<file path="src/rtl/pipe_hazard_ctrl.sv">
// ---------------------------------------------------------------------------
// pipe_hazard_ctrl
//
// Hazard and flush sequencer for the six-stage core (F1, F2, D, E, M, W).
// It watches the source registers of the instruction in D and the
// destinations in E/M. It drives the enable-hold (stall_*) and clear
// (flush_*) inputs of the inter-stage pipeline registers for three cases:
// load-use bubbles, multi-cycle execute waits and taken branch redirects.
//
// Parameters
//   RA_W    register address width
//   LD_LAT  cycles by which load data trails the end of E (1..3)
//
// Ports
//   clk                      core clock, all state on the rising edge
//   reset                    asynchronous, active-low; clears all state
//   d_rs1, d_rs2             source registers of the instruction in D
//   d_rs1_use, d_rs2_use     the source is actually read
//   e_rd, m_rd               destination of the instruction in E / M
//   e_wen, m_wen             instruction in E / M writes a register
//   e_load, m_load           instruction in E / M is a load
//   e_redirect               branch/jump in E resolved taken
//   mc_start, mc_done        multi-cycle op in E begins / finishes
//   stall_f/stall_d/stall_e  hold the F1/F2, D and E pipeline registers
//   flush_d/flush_e/flush_m  clear the F2->D, D->E and E->M registers
//   perf_stall_cnt           cycles with stall_d asserted (optional)
//   perf_flush_cnt           redirects taken (optional)
//
// Optional feature macro: PIPE_HAZARD_CTRL_PERF_EN
//   Defined:   both performance counters exist and wrap at 2^32.
//   Undefined: both perf ports are tied to zero and no counter flops exist.
//
// Outputs are Mealy. They are a combinational function of the registered
// state and the current inputs, so a hazard is handled in the same cycle
// that it is seen.
// ---------------------------------------------------------------------------
module pipe_hazard_ctrl #(
    parameter int RA_W   = 5,
    parameter int LD_LAT = 2
) (
    input  logic            clk,
    input  logic            reset,
    input  logic [RA_W-1:0] d_rs1,
    input  logic [RA_W-1:0] d_rs2,
    input  logic            d_rs1_use,
    input  logic            d_rs2_use,
    input  logic [RA_W-1:0] e_rd,
    input  logic [RA_W-1:0] m_rd,
    input  logic            e_wen,
    input  logic            m_wen,
    input  logic            e_load,
    input  logic            m_load,
    input  logic            e_redirect,
    input  logic            mc_start,
    input  logic            mc_done,
    output logic            stall_f,
    output logic            stall_d,
    output logic            stall_e,
    output logic            flush_d,
    output logic            flush_e,
    output logic            flush_m,
    output logic [31:0]     perf_stall_cnt,
    output logic [31:0]     perf_flush_cnt
);

    typedef enum logic [1:0] {
        ST_RUN     = 2'd0,
        ST_LDSTALL = 2'd1,
        ST_MCWAIT  = 2'd2,
        ST_REDIR   = 2'd3
    } state_t;

    // The cycle that detects a hazard already inserts one bubble. The counter
    // therefore holds the number of extra LDSTALL cycles minus one.
    localparam int BCNT_E_INT = (LD_LAT > 1) ? (LD_LAT - 2) : 0;
    localparam int BCNT_M_INT = (LD_LAT > 2) ? (LD_LAT - 3) : 0;
    localparam logic [1:0] BCNT_E = BCNT_E_INT[1:0];
    localparam logic [1:0] BCNT_M = BCNT_M_INT[1:0];

    state_t     state_reg, state_next;
    logic [1:0] bcnt_reg, bcnt_next;

    // -----------------------------------------------------------------------
    // Hazard detection: compare each D source against the E/M destinations.
    // -----------------------------------------------------------------------
    logic [RA_W-1:0] src_addr [2];
    logic [1:0]      src_use;
    logic [1:0]      hit_e;
    logic [1:0]      hit_m;
    logic            haz_e;
    logic            haz_m;

    assign src_addr[0] = d_rs1;
    assign src_addr[1] = d_rs2;
    assign src_use     = {d_rs2_use, d_rs1_use};

    genvar gi;
    generate
        for (gi = 0; gi < 2; gi++) begin : g_src
            assign hit_e[gi] = src_use[gi] && (src_addr[gi] == e_rd);
            assign hit_m[gi] = src_use[gi] && (src_addr[gi] == m_rd);
        end
    endgenerate

    // x0 is hardwired to zero, so writing it never creates a dependency.
    assign haz_e = e_wen && (e_rd != '0) && (|hit_e);
    assign haz_m = m_wen && (m_rd != '0) && (|hit_m);

    // -----------------------------------------------------------------------
    // Next-state and Mealy output logic.
    // -----------------------------------------------------------------------
    logic raw_stall_f, raw_stall_d, raw_stall_e;
    logic raw_flush_d, raw_flush_e, raw_flush_m;

    always_comb begin
        state_next  = state_reg;
        bcnt_next   = bcnt_reg;
        raw_stall_f = 1'b0;
        raw_stall_d = 1'b0;
        raw_stall_e = 1'b0;
        raw_flush_d = 1'b0;
        raw_flush_e = 1'b0;
        raw_flush_m = 1'b0;

        case (state_reg)
            ST_RUN: begin
                if (e_redirect) begin
                    raw_flush_d = 1'b1;
                    raw_flush_e = 1'b1;
                    state_next  = ST_REDIR;
                end else if (mc_start && !mc_done) begin
                    raw_stall_f = 1'b1;
                    raw_stall_d = 1'b1;
                    raw_stall_e = 1'b1;
                    raw_flush_m = 1'b1;
                    state_next  = ST_MCWAIT;
                end else if (e_load && haz_e) begin
                    raw_stall_f = 1'b1;
                    raw_stall_d = 1'b1;
                    raw_flush_e = 1'b1;
                    if (LD_LAT > 1) begin
                        bcnt_next  = BCNT_E;
                        state_next = ST_LDSTALL;
                    end
                end else if (m_load && haz_m && (LD_LAT > 1)) begin
                    // The load is one slot further ahead, so one fewer bubble is needed.
                    raw_stall_f = 1'b1;
                    raw_stall_d = 1'b1;
                    raw_flush_e = 1'b1;
                    if (LD_LAT > 2) begin
                        bcnt_next  = BCNT_M;
                        state_next = ST_LDSTALL;
                    end
                end
            end

            ST_LDSTALL: begin
                // E holds a bubble, so any redirect seen here is spurious.
                raw_stall_f = 1'b1;
                raw_stall_d = 1'b1;
                raw_flush_e = 1'b1;
                if (bcnt_reg == 2'd0) begin
                    state_next = ST_RUN;
                end else begin
                    bcnt_next = bcnt_reg - 2'd1;
                end
            end

            ST_MCWAIT: begin
                if (mc_done) begin
                    state_next = ST_RUN;
                end else begin
                    raw_stall_f = 1'b1;
                    raw_stall_d = 1'b1;
                    raw_stall_e = 1'b1;
                    raw_flush_m = 1'b1;
                end
            end

            ST_REDIR: begin
                // The fetch internal stage is not cleared by clr, so the
                // wrong-path word reaches F2->D one cycle later.
                raw_flush_d = 1'b1;
                state_next  = ST_RUN;
            end

            default: begin
                state_next = ST_RUN;
            end
        endcase
    end

    // Gate the outputs with reset so that they drop at once even in RUN,
    // where they depend only on the inputs.
    assign stall_f = reset & raw_stall_f;
    assign stall_d = reset & raw_stall_d;
    assign stall_e = reset & raw_stall_e;
    assign flush_d = reset & raw_flush_d;
    assign flush_e = reset & raw_flush_e;
    assign flush_m = reset & raw_flush_m;

    always_ff @(posedge clk or negedge reset) begin
        if (!reset) begin
            state_reg <= ST_RUN;
            bcnt_reg  <= 2'd0;
        end else begin
            state_reg <= state_next;
            bcnt_reg  <= bcnt_next;
        end
    end

    // -----------------------------------------------------------------------
    // Optional performance counters.
    // -----------------------------------------------------------------------
`ifdef PIPE_HAZARD_CTRL_PERF_EN
    logic [31:0] stall_cnt_reg;
    logic [31:0] flush_cnt_reg;

    always_ff @(posedge clk or negedge reset) begin
        if (!reset) begin
            stall_cnt_reg <= 32'd0;
            flush_cnt_reg <= 32'd0;
        end else begin
            if (raw_stall_d) begin
                stall_cnt_reg <= stall_cnt_reg + 32'd1;
            end
            if ((state_reg == ST_RUN) && e_redirect) begin
                flush_cnt_reg <= flush_cnt_reg + 32'd1;
            end
        end
    end

    assign perf_stall_cnt = stall_cnt_reg;
    assign perf_flush_cnt = flush_cnt_reg;
`else
    assign perf_stall_cnt = 32'd0;
    assign perf_flush_cnt = 32'd0;
`endif

endmodule
</file>
<file path="config.mk">
export PLATFORM = sky130hd
export DESIGN_NAME = pipe_hazard_ctrl
export DESIGN_NICKNAME = d
export VERILOG_FILES = /design/src/rtl/pipe_hazard_ctrl.sv
export SDC_FILE = /design/constraint.sdc
export NUM_CORES = 1
export LEC_CHECK = 0
export CAP_MARGIN = 20
export CORE_MARGIN = 4
export CORE_UTILIZATION = 30
export CTS_BUF_LIST = sky130_fd_sc_hd__clkbuf_16
export DETAILED_ROUTE_END_ITERATION = 6
export PLACE_DENSITY = 0.86
export REMOVE_ABC_BUFFERS = 1
export SYNTH_ARGS = -nofsm -noshare
export SYNTH_HDL_FRONTEND = slang
export SYNTH_SLANG_ARGS = --single-unit
</file>
<file path="constraint.sdc">
create_clock -name clk -period 1.6 [get_ports clk]
set_input_delay 0.24 -clock clk [delete_from_list [all_inputs] [get_ports clk]]
set_output_delay 0.24 -clock clk [all_outputs]
set_load 0.05 [all_outputs]
</file>
# Word-level counts from Yosys, hierarchy flattened

Index checks and enable logic that the tools add are counted.

$add $sub $neg: 1
Eq/ne operators: 14
Mux-type cells: 25
Bitwise operators: 4
Reductions and logical operators: 21

Operators by type and width:

| kind                                                 | count |
|---|---|
| equality test 5 bit                                  | 4 |
| two-way mux 2 bit                                    | 9 |
| inequality test 2 bit (second input constant)        | 6 |
| logical AND 1 bit                                    | 11 |
| two-way mux 1 bit                                    | 10 |
| nonzero test 5 bit                                   | 2 |
| case mux 2 bit (4 select lines)                      | 1 |
| case mux 1 bit (2 select lines)                      | 3 |
| AND reduction 5 bit                                  | 1 |
| AND 1 bit                                            | 4 |
| equality test 2 bit (second input constant)          | 2 |
| logical NOT 2 bit                                    | 2 |
| inequality test 4 bit (second input constant)        | 1 |
| case mux 2 bit (2 select lines)                      | 1 |
| OR reduction 2 bit                                   | 2 |
| case mux 1 bit (3 select lines)                      | 1 |
| AND reduction 3 bit                                  | 1 |
| equality test 2 x 1 -> 1 bit (second input constant) | 1 |
| nonzero test 2 bit                                   | 1 |
| subtractor 2 x 1 -> 2 bit (second input constant)    | 1 |
| logical NOT 1 bit                                    | 1 |

Flip-flop bits (word level): 4
Output and inout bits: 70
Word-level logic and storage cells: 67

# Longest topological paths before layout

Word-level depth: 11
Mapped depth: 7
Gate-level depth less buffers: 7

# Least setup slack after synthesis

OpenSTA, ideal clock, no wires.

Path kind: reg2out
Start point: register state_reg[0]
End point: output stall_f
Arrival: 3.144 ns
Setup slack: -1.784 ns
Stages on the path, launching flop included: 7
Buffers on the path: 2
Cell sequence: dfrtp_1 > inv_1 > ha_1 > clkbuf_1 > nand2_1 > o41ai_1 > buf_4

Longest elaborated chain between the ends: 3
Elaborated cells between the ends (all ways): 5

Ends and longest elaborated chain:

| item                                        | line | source |
|---|---|---|
| start: declaration                          | 80   | `state_t state_reg, state_next;` |
| start signal: assignment                    | 207  | `state_reg <= state_next;` |
| equality test 2 bit (tied with other cells) | -    |  |
| case mux 1 bit (3 select lines) (*)         | -    |  |
| AND 1 bit (*)                               | -    |  |
| end: declaration                            | 56   | `output logic stall_f,` |

Every way passes the cells marked *; elsewhere a longest branch is shown, timed or not.

# Worst setup path in the final report

Start point: register state_reg[1]
End point: output stall_f

Longest elaborated chain between the ends: 3
Elaborated cells between the ends (all ways): 5

Ends and longest elaborated chain:

| item                                        | line | source |
|---|---|---|
| equality test 2 bit (tied with other cells) | 125  | `case (state_reg)` |
| case mux 1 bit (3 select lines) (*)         | 125  |  |
| AND 1 bit (*)                               | 195  | `assign stall_f = reset & raw_stall_f;` |

Marked as above.

==> impl_metrics.json <==
{
  "status": "finished with violations",
  "timing.final.crit_period_ns": 2.00,
  "start_util": 0.321,
  "port_buffers": 36,
  "clkTransAtPathRegs_ns": 0.03,
  "syn_inst": 161,
  "critPathLaunchType": "register",
  "crit_type": "register to output pin",
  "fin_cells": 283,
  "synth_edf_count": 0,
  "drtAntennaViolNets": 0,
  "r2r_end": "state_reg[0]$_DFFE_PN0P_",
  "die_x_um": 71.5,
  "wire_per_inst_um": 13.0,
  "powerDensity_nw_per_um2": 1450,
  "rrSetupSlack_ns": -0.04,
  "place_congestion": 0.861,
  "insertion_delay_ns": 0.22,
  "r2r_start": "state_reg[1]$_DFFE_PN0P_",
  "via_per_inst": 4.17,
  "die_y_um": 71.5,
  "core_um2": 3770,
  "syn_to_final_growth_pct": 63.0,
  "final_common_cell": "conb_1",
  "cts_tree": "yes",
  "holdBufCountCts": 0,
  "seq_area_frac_synth": 0.0826,
  "clk_path_buf_depth": 2,
  "achievable-frequency_mhz": 499,
  "p_leak_nw": 0.963,
  "fin_skew_ns": 0.00242,
  "grt_pass1_wl_mm": 5.03,
  "cp_cell_sequence": "inv_2 > ha_4 > buf_6 > a31oi_4 > nor2_1 > o21ai_2 > o41ai_4 > buf_4 > buf_12",
  "synthFlopType": "dfrtp_1",
  "dr.first_iter.drc_count": 10,
  "maxCapViolCount": 0,
  "slowest_stage": "dfrtp_1",
  "slowest_delay_ns": 0.37,
  "grt_overflow": 0,
  "ys_async_sr_fraction": 1.00,
  "clock-sinks": 4,
  "report.final.slew_viol_count": 0,
  "totalWireLength_mm": 3.68,
  "worstSetupEndpointType": "output pin",
  "min_period_over_period": 1.25,
  "netlist_area_um2": 1210,
  "antenna_found_initial": 0,
  "grt_pass1_vias": 1167,
  "drive_gt1_frac": 0.374,
  "hold_class": "primary input to asynchronous set/reset pin",
  "syn_avg_cell_area_um2": 7.52,
  "h-tree-depth": 1,
  "setup_violations": 9,
  "r2r.worst_path.cells": 10,
  "layout_common_cells": "conb_1, buf_4, xnor2_1",
  "irDropWorstVdd_uv": 964,
  "power_mw": 2.86,
  "nets": 274,
  "ys_types": 29,
  "dr_total_vias": 1181,
  "cts_root_buffer": "clkbuf_16",
  "ios": 101,
  "ys_ff_latch": 4,
  "rsz0062_at_grt": "yes",
  "worst_slack_ns": -0.404,
  "hpwl_mm": 2.62,
  "crit_path_max_fanout": 2,
  "drtPass1Iterations": 4,
  "grt.total_usage": 0.122,
  "antenna_cells": 0,
  "finalInstanceArea_um2": 1970,
  "required_ns": 1.36,
  "ys_warn_count": 0,
  "dpl-instance-area_um2": 1630,
  "dieArea_um2": 5120,
  "hold_viol": 0,
  "violations": "negative setup slack",
  "critPathArrivalTime_ns": 1.76,
  "drc_errors": 0,
  "grt_max_degree": 7,
  "dp_cells": 268,
  "fillers": 352,
  "placementRows": 22,
  "cts_buffers": 3
}
[layout make-up]
type / instances / area (um^2) / area share
Timing Repair Buffer: 75 / 702 / 0.356
Inverter: 8 / 30.0 / 0.0152
Tap cell: 48 / 60.1 / 0.0304
Clock buffer: 3 / 75.1 / 0.0380
Multi-Input combinational cell: 145 / 1010 / 0.510
Sequential cell: 4 / 100 / 0.0507
[power breakdown]
| group | leakage, nW | switching [mW] | internal [mW] |
|---|---|---|---|
| Combinational | 0.877 | 1.25 | 1.04 |
| Sequential | 0.0487 | 0.0340 | 0.156 |
| Clock | 0.0370 | 0.0626 | 0.319 |
| Total | 0.963 | 1.34 | 1.52 |
[through the flow]
step                hold WS [ns]  setup TNS, ns  utilization  worst slack (ns)
floorplan                -0.0556          -9.68            -             -2.67
global placement           0.547          -5.35        0.433             -1.19
detailed placement         0.557          -5.48        0.433             -1.17
CTS                        0.325          -1.68        0.503            -0.397
global route               0.337          -2.25        0.524            -0.460
finish                     0.315          -1.79        0.524            -0.404
[layer usage]
metal	global-route usage	wire length, um	vias up
met3	0.0323	316	10
met1	0.119	1240	542
met4	0.0418	78	0
met2	0.242	2040	73
met5	0	0	-
li1	-	-	556
[kinds of logic (layout without fill, tap and decap cells)]
logic type | Yosys count | count (layout) | synth area share
xor gates and xnor gates | 20 | 20 | 0.145
AOI/OAI and AO/OA | 23 | 23 | 0.138
and+or+nand+nor | 32 | 32 | 0.132
DFF | 4 | 4 | 0.0826
adders and majority gates | 6 | 6 | 0.0620
buffers and inverters | 75 | 86 | 0.437
other | 1 | 64 | 0.00310
[what timing repair did]
action,4_1_cts,5_1_grt
setup buffers,10,5
gates resized for setup,76,35
endpoints found under the setup margin,10,10
pin swaps,11,23
[cells in the mapped netlist (3+ instances only)]
cell type	count	share of area
a21oi_1	3	0.012
nor3_1	3	0.012
nand2_1	10	0.031
or3_1	3	0.015
inv_1	8	0.025
dfrtp_1	4	0.083
o21ai_0	5	0.021
ha_1	6	0.062
nor2_1	5	0.015
o22ai_1	3	0.015
nand4_1	5	0.026
buf_4	66	0.41
xnor2_1	20	0.14
[how the worst max path moves through the flow]
stage                                        start      end  slack (ns)  depth (start not counted)
after floorplan                           d_rs2[1]  stall_d       -2.67                          5
final                     state_reg[1]$_DFFE_PN0P_  stall_f       -0.40                          9
after CTS                                  e_rd[0]  stall_f       -0.40                          7
after global routing                      d_rs2[3]  stall_f       -0.46                          8
after global placement                     e_rd[2]  stall_f       -1.19                          7
after detailed placement                   e_rd[0]  stall_f       -1.17                          7
[worst max-delay path: cells and delay by family (launching register included)]
kind,cells,cell delay [ns]
buf+inv,4,0.49
compound gates,3,0.45
flops,1,0.37
fa+ha+maj,1,0.16
simple gates,1,0.08
Note: power is estimated with default switching activity, not from simulation.
